$ cat src/rtl/matrix_16x6_sequencer.sv
// rtl/matrix_16x6_sequencer.sv - sequences a 16x6 matrix multiplier for one fully-connected layer pass
// Loads 96 column-major weights, streams NVEC 16-word vectors and serialises the 6 results of each.
module matrix_16x6_sequencer #(
    parameter int DIM     = 16,
    parameter int AW      = 4,
    parameter int DW      = 24,
    parameter int NCOL    = 6,
    parameter int TIMEOUT = 255
) (
    input  logic          CLK,
    input  logic          RST,
    input  logic          START,
    input  logic [15:0]   CFG_NVEC,
    input  logic          CFG_SKIP_W,
    input  logic [2:0]    CFG_PHASE,
    input  logic          WT_VALID,
    output logic          WT_READY,
    input  logic [DW-1:0] WT_DATA,
    input  logic          IN_VALID,
    output logic          IN_READY,
    input  logic [DW-1:0] IN_DATA,
    output logic          OUT_VALID,
    input  logic          OUT_READY,
    output logic [DW-1:0] OUT_DATA,
    output logic          W_WEN,
    output logic          W_REN,
    output logic [AW+5:0] W_ADDR,
    output logic [DW-1:0] W_WDATA,
    output logic [2:0]    PHASE_SEL,
    output logic          DIN_VALID,
    output logic [DW-1:0] DIN,
    input  logic          MM_VALID,
    input  logic [DW-1:0] MM_OUT1,
    input  logic [DW-1:0] MM_OUT2,
    input  logic [DW-1:0] MM_OUT3,
    input  logic [DW-1:0] MM_OUT4,
    input  logic [DW-1:0] MM_OUT5,
    input  logic [DW-1:0] MM_OUT6,
    output logic          BUSY,
    output logic          DONE,
    output logic          ERR
);

    localparam int TW = $clog2(TIMEOUT + 1);

    typedef enum logic [2:0] {
        S_IDLE,
        S_LOAD_W,
        S_STREAM,
        S_WAIT_RES,
        S_DRAIN,
        S_FIN
    } state_t;

    state_t          state_q, state_d;
    logic [AW-1:0]   row_q, row_d;
    logic [2:0]      col_q, col_d;
    logic [15:0]     vec_q, vec_d;
    logic [15:0]     nvec_q, nvec_d;
    logic [2:0]      k_q, k_d;
    logic [TW-1:0]   wait_q, wait_d;
    logic [2:0]      phase_q, phase_d;
    logic            err_q, err_d;
    logic [DW-1:0]   res_q [NCOL];
    logic [DW-1:0]   res_d [NCOL];

    always_ff @(posedge CLK) begin
        if (RST) begin
            state_q <= S_IDLE;
            row_q   <= '0;
            col_q   <= '0;
            vec_q   <= '0;
            nvec_q  <= '0;
            k_q     <= '0;
            wait_q  <= '0;
            phase_q <= '0;
            err_q   <= 1'b0;
            for (int i = 0; i < NCOL; i++) res_q[i] <= '0;
        end else begin
            state_q <= state_d;
            row_q   <= row_d;
            col_q   <= col_d;
            vec_q   <= vec_d;
            nvec_q  <= nvec_d;
            k_q     <= k_d;
            wait_q  <= wait_d;
            phase_q <= phase_d;
            err_q   <= err_d;
            for (int i = 0; i < NCOL; i++) res_q[i] <= res_d[i];
        end
    end

    always_comb begin
        state_d   = state_q;
        row_d     = row_q;
        col_d     = col_q;
        vec_d     = vec_q;
        nvec_d    = nvec_q;
        k_d       = k_q;
        wait_d    = wait_q;
        phase_d   = phase_q;
        err_d     = err_q;
        res_d     = res_q;
        WT_READY  = 1'b0;
        IN_READY  = 1'b0;
        OUT_VALID = 1'b0;
        OUT_DATA  = '0;
        W_WEN     = 1'b0;
        W_REN     = 1'b0;
        W_ADDR    = '0;
        W_WDATA   = '0;
        DIN_VALID = 1'b0;
        DIN       = '0;
        DONE      = 1'b0;

        case (state_q)
            S_IDLE: begin
                if (START) begin
                    nvec_d  = CFG_NVEC;
                    phase_d = CFG_PHASE;
                    err_d   = 1'b0;
                    row_d   = '0;
                    col_d   = '0;
                    vec_d   = '0;
                    k_d     = '0;
                    if (!CFG_SKIP_W)        state_d = S_LOAD_W;
                    else if (CFG_NVEC == 0) state_d = S_FIN;
                    else                    state_d = S_STREAM;
                end
            end
            S_LOAD_W: begin
                WT_READY = 1'b1;
                if (WT_VALID) begin
                    W_WEN   = 1'b1;
                    W_WDATA = WT_DATA;
                    W_ADDR  = {1'b0, col_q, 2'b00, row_q};
                    if (row_q == AW'(DIM - 1)) begin
                        row_d = '0;
                        if (col_q == 3'(NCOL - 1)) begin
                            col_d   = '0;
                            state_d = (nvec_q == 0) ? S_FIN : S_STREAM;
                        end else begin
                            col_d = col_q + 3'd1;
                        end
                    end else begin
                        row_d = row_q + 1'b1;
                    end
                end
            end
            S_STREAM: begin
                IN_READY = 1'b1;
                if (IN_VALID) begin
                    DIN_VALID = 1'b1;
                    DIN       = IN_DATA;
                    if (row_q == AW'(DIM - 1)) begin
                        row_d   = '0;
                        wait_d  = '0;
                        state_d = S_WAIT_RES;
                    end else begin
                        row_d = row_q + 1'b1;
                    end
                end
            end
            S_WAIT_RES: begin
                // A result arriving on the last allowed cycle still wins over the abort.
                if (MM_VALID) begin
                    res_d[0] = MM_OUT1;
                    res_d[1] = MM_OUT2;
                    res_d[2] = MM_OUT3;
                    res_d[3] = MM_OUT4;
                    res_d[4] = MM_OUT5;
                    res_d[5] = MM_OUT6;
                    k_d      = '0;
                    state_d  = S_DRAIN;
                end else if (wait_q == TW'(TIMEOUT)) begin
                    err_d   = 1'b1;
                    state_d = S_FIN;
                end else begin
                    wait_d = wait_q + 1'b1;
                end
            end
            S_DRAIN: begin
                OUT_VALID = 1'b1;
                OUT_DATA  = res_q[k_q];
                if (OUT_READY) begin
                    if (k_q == 3'(NCOL - 1)) begin
                        k_d     = '0;
                        vec_d   = vec_q + 16'd1;
                        state_d = (vec_q + 16'd1 == nvec_q) ? S_FIN : S_STREAM;
                    end else begin
                        k_d = k_q + 3'd1;
                    end
                end
            end
            S_FIN: begin
                DONE    = 1'b1;
                state_d = S_IDLE;
            end
            default: state_d = S_IDLE;
        endcase

        // Unsolicited results are dropped but flagged.
        if (MM_VALID && state_q != S_WAIT_RES) err_d = 1'b1;
    end

    assign PHASE_SEL = phase_q;
    assign BUSY      = (state_q != S_IDLE);
    assign ERR       = err_q;

endmodule

$ cat config.mk
export PLATFORM = sky130hd
export DESIGN_NAME = matrix_16x6_sequencer
export DESIGN_NICKNAME = d
export VERILOG_FILES = /design/src/rtl/matrix_16x6_sequencer.sv
export SDC_FILE = /design/constraint.sdc
export NUM_CORES = 1
export LEC_CHECK = 0
export CORE_ASPECT_RATIO = 1.25
export CORE_MARGIN = 1
export CORE_UTILIZATION = 25
export CTS_CLUSTER_SIZE = 10
export DETAILED_ROUTE_END_ITERATION = 10
export SLEW_MARGIN = 15
export SYNTH_ARGS = -nofsm -noshare
export SYNTH_HDL_FRONTEND = slang
export SYNTH_SLANG_ARGS = --single-unit
export TNS_END_PERCENT = 1
$ cat constraint.sdc
create_clock -name CLK -period 2.9 [get_ports CLK]
set_input_delay 0.58 -clock CLK [delete_from_list [all_inputs] [get_ports CLK]]
set_output_delay 0.58 -clock CLK [all_outputs]
set_load 0.005 [all_outputs]
==> out/results.ini <==
[logic_synthesis]
ys_seq_elements = 201
netlist_instances = 1237
synth-edff-count = 0
synthFlopType = dfxtp_1
ys_types = 60
ys_warn_count = 0
syn_area_mm2 = 0.00972
synth_area_per_cell_um2 = 7.85
async_flop_share_pct = 0
synth-seq-area-share_pct = 41.4

[pwr]
powerDensity_mw_per_mm2 = 555
irDropWorstVdd_mv = 0.294
p_leak_nw = 4.99

[clocking]
cts.sinks = 201
cts_max_path_buffers = 3
clkTransAtPathRegs_ns = 0.06
cts_htree_levels = 1
cts_tree = done
clock_latency_ns = 0.52
numCtsBuffers = 25
cts-root-buf = clkbuf_16

[worst_setup_path]
cp_cell_sequence = inv_1 > nor2_2 > nand2_2 > buf_12 > nor2_2 > clkdlybuf4s50_1
cpMostUsedCell = nor2_2
slowest_stage = clkdlybuf4s50_1
cpLargestDelayFamily = buffers and inverters
cp_num_buf_inv = 3
critical_path_class = reg -> out
max_stage_delay_ns = 0.53
arrival_ns = 2.26
start_kind = flip-flop
cp.required_ns = 2.32
endpoint_kind = output pin
cp_max_fo = 21

[floorplan]
num_io_pins = 313
fp.dieH_um = 222
dieArea_mm2 = 0.0397
core-area_mm2 = 0.0382
dieWidth_um = 178
initial_core_util_pct = 25.4
rows = 80

[route]
drc = 0
first_pass_iters = 5
wl_per_cell_um = 17.1
viasPerCell = 4.73
ant_nets = 0
drt-initial-drc-count = 387
vias = 9574
drt_wl_total_um = 34700

[finish]
post-route-cell-area_mm2 = 0.0144
nets = 1746
final_cells = 2026
syn2layout_area_growth_pct = 48.6
drive_gt1_share_pct = 11.0

[sta]
relSlewSlack_pct = 43.5
tightest_slew_ns = 0.847
setup_tns_ns = 0
layout_setup_ws_ns = 0.0608
fmaxAchievable_ghz = 0.352
hold_viol = 0
min_period_ns = 2.84
fin_skew_ns = 0.00984
rsz0062_at_grt = yes
finalSetupViolations = 0
fin_crit_sh_pct = 97.9
slew_viol_final = 0
holdWs_ns = 0.451

[global_routing]
gr-total-overflow = 0
grt_pass1_vias = 9441
antenna_found_initial = 4
grtUsageTotal_pct = 17.1
grt_max_degree = 108
grt_pass1_wl_um = 52900

[placement]
dpl_cell_area_mm2 = 0.0135
io_buffers = 308
place_ws_ns = 0.0944
gp_congestion = 0.871
hpwl_um = 25200
dp_cells = 1980

[hold_path]
min_path_type = reg -> reg

[status]
status = finished, final reports clean

[run]
drv_cap = 0

## final cells by class
cell class / count / area [um^2]
Clock buffer: 32 / 692
Clock inverter: 2 / 60.1
Sequential cell: 201 / 4030
Timing Repair Buffer: 355 / 3620
Tap cell: 492 / 616
Multi-Input combinational cell: 931 / 5370
Fill cell: 3958 / 23800
Inverter: 10 / 37.5
Antenna cell: 3 / 7.51
## layer usage
| metal | global-route usage (%) | vias up | wire, um |
|---|---|---|---|
| li1 | - | 4770 | - |
| met1 | 20.1 | 4488 | 13900 |
| met2 | 30.4 | 256 | 17700 |
| met3 | 2.87 | 58 | 1810 |
| met4 | 7.03 | 2 | 1230 |
| met5 | 0 | - | 17 |
## metrics by stage
step                total power, mW  utilization (%)
detailed placement             5.06             35.2
floorplan                      4.08                -
finish                         8.00             37.7
global placement               5.04             35.2
CTS                            8.09             37.5
global route                   8.42             37.7
## path summary, 6_finish.rpt
kind	depth (start not counted)	startpoint	to	slack [ns]
max reg2reg	7	vec_q[3]$_SDFFE_PP0P_	state_q[0]$_SDFFE_PP0P_	0.26
min	2	res_q[81]$_SDFFE_PP0P_	res_q[81]$_SDFFE_PP0P_	0.45
min reg2reg	2	res_q[81]$_SDFFE_PP0P_	res_q[81]$_SDFFE_PP0P_	0.45
max	6	state_q[2]$_SDFFE_PP0P_	OUT_DATA[21]	0.06
## cell usage after synthesis, types with 2 or more instances
cell type | count | area [um^2]
and4_4 | 3 | 33.8
ha_1 | 3 | 37.5
clkbuf_1 | 77 | 289
or4_1 | 3 | 22.5
mux4_2 | 24 | 541
nor4_1 | 13 | 81.3
a22oi_1 | 26 | 195
xnor2_1 | 17 | 149
nand2b_1 | 2 | 12.5
a221oi_1 | 3 | 26.3
and3_4 | 2 | 22.5
o21ai_0 | 21 | 105
inv_1 | 9 | 33.8
o21a_1 | 2 | 15.0
a211oi_1 | 6 | 45.0
nand2_1 | 349 | 1310
xor2_1 | 11 | 96.3
mux2i_1 | 4 | 40.0
or3_1 | 7 | 43.8
nor3_1 | 13 | 65.1
nor2_1 | 75 | 282
buf_2 | 6 | 30.0
nand4b_1 | 4 | 35.0
mux2_2 | 25 | 282
buf_4 | 8 | 60.1
nor2b_1 | 6 | 37.5
a21o_1 | 4 | 30.0
dfxtp_1 | 201 | 4020
buf_1 | 7 | 26.3
a31oi_1 | 2 | 12.5
a21oi_1 | 191 | 956
and3_1 | 4 | 25.0
nor3b_1 | 3 | 22.5
nand4_4 | 2 | 42.5
and2_1 | 58 | 363
nand3_1 | 12 | 60.1
nand4_1 | 11 | 68.8
## cell families (layout without fill, tap and decap cells)
family / count (synthesis) / count (layout) / synth area share [%]
fa+ha+maj: 3 / 3 / 0.386
flops: 201 / 201 / 41.4
compound gates: 268 / 268 / 15.4
mux: 53 / 53 / 8.87
other cells: 1 / 7 / 0.0386
xor+xnor: 28 / 28 / 2.52
buf+inv: 108 / 399 / 4.56
simple gates: 575 / 575 / 26.8
## registers in the layout, indices dropped and copies added, names as in the netlist
| signal | flops |
|---|---|
| wait_q | 8 |
| row_q | 4 |
| state_q | 3 |
| vec_q | 16 |
| col_q | 3 |
| res_q | 144 |
| PHASE_SEL | 3 |
| ERR | 1 |
| k_q | 3 |
| nvec_q | 16 |
## layout by cell type (no fill, tap or decap), types with 9 or more instances in the layout
cell,synthesis,final
mux2_2,25,25
dfxtp_1,201,197
xnor2_1,17,17
inv_1,9,9
nor4_1,13,13
mux4_2,24,24
nand2_1,349,348
a22oi_2,0,12
nor3_1,13,11
xor2_1,11,11
clkbuf_16,0,25
o21ai_0,21,21
clkdlybuf4s50_1,0,284
dlygate4sd2_1,0,22
a22oi_1,26,14
buf_12,0,15
nand4_1,11,11
a21oi_1,191,191
nor2_1,75,69
nand3_1,12,11
and2_1,58,58
buf_4,8,30
## power breakdown
| group | total, mW | internal [mW] | leakage (nW) | switching [mW] |
|---|---|---|---|---|
| logic | 1.97 | 0.996 | 3.00 | 0.977 |
| clock network | 2.97 | 1.82 | 0.369 | 1.15 |
| registers | 3.06 | 2.92 | 1.63 | 0.143 |
## worst register-to-register path, delay by kind of cell (launching register included)
| kind | cells | cell delay (ns) |
|---|---|---|
| AND/OR/NAND/NOR | 4 | 1.42 |
| XOR/XNOR | 1 | 0.16 |
| flip-flops | 1 | 0.53 |
| AO/OA/AOI/OAI | 2 | 0.42 |
## repair_timing
item | 4_1_cts | 5_1_grt
buffers inserted | 4 | 4
gates cloned | 1 | 0
gates resized for setup | 42 | 14
pin swaps | 11 | 5
endpoints found under the setup margin | 26 | 33
hold buffers | 0 | 0
Note: power is estimated with default switching activity, not from simulation.
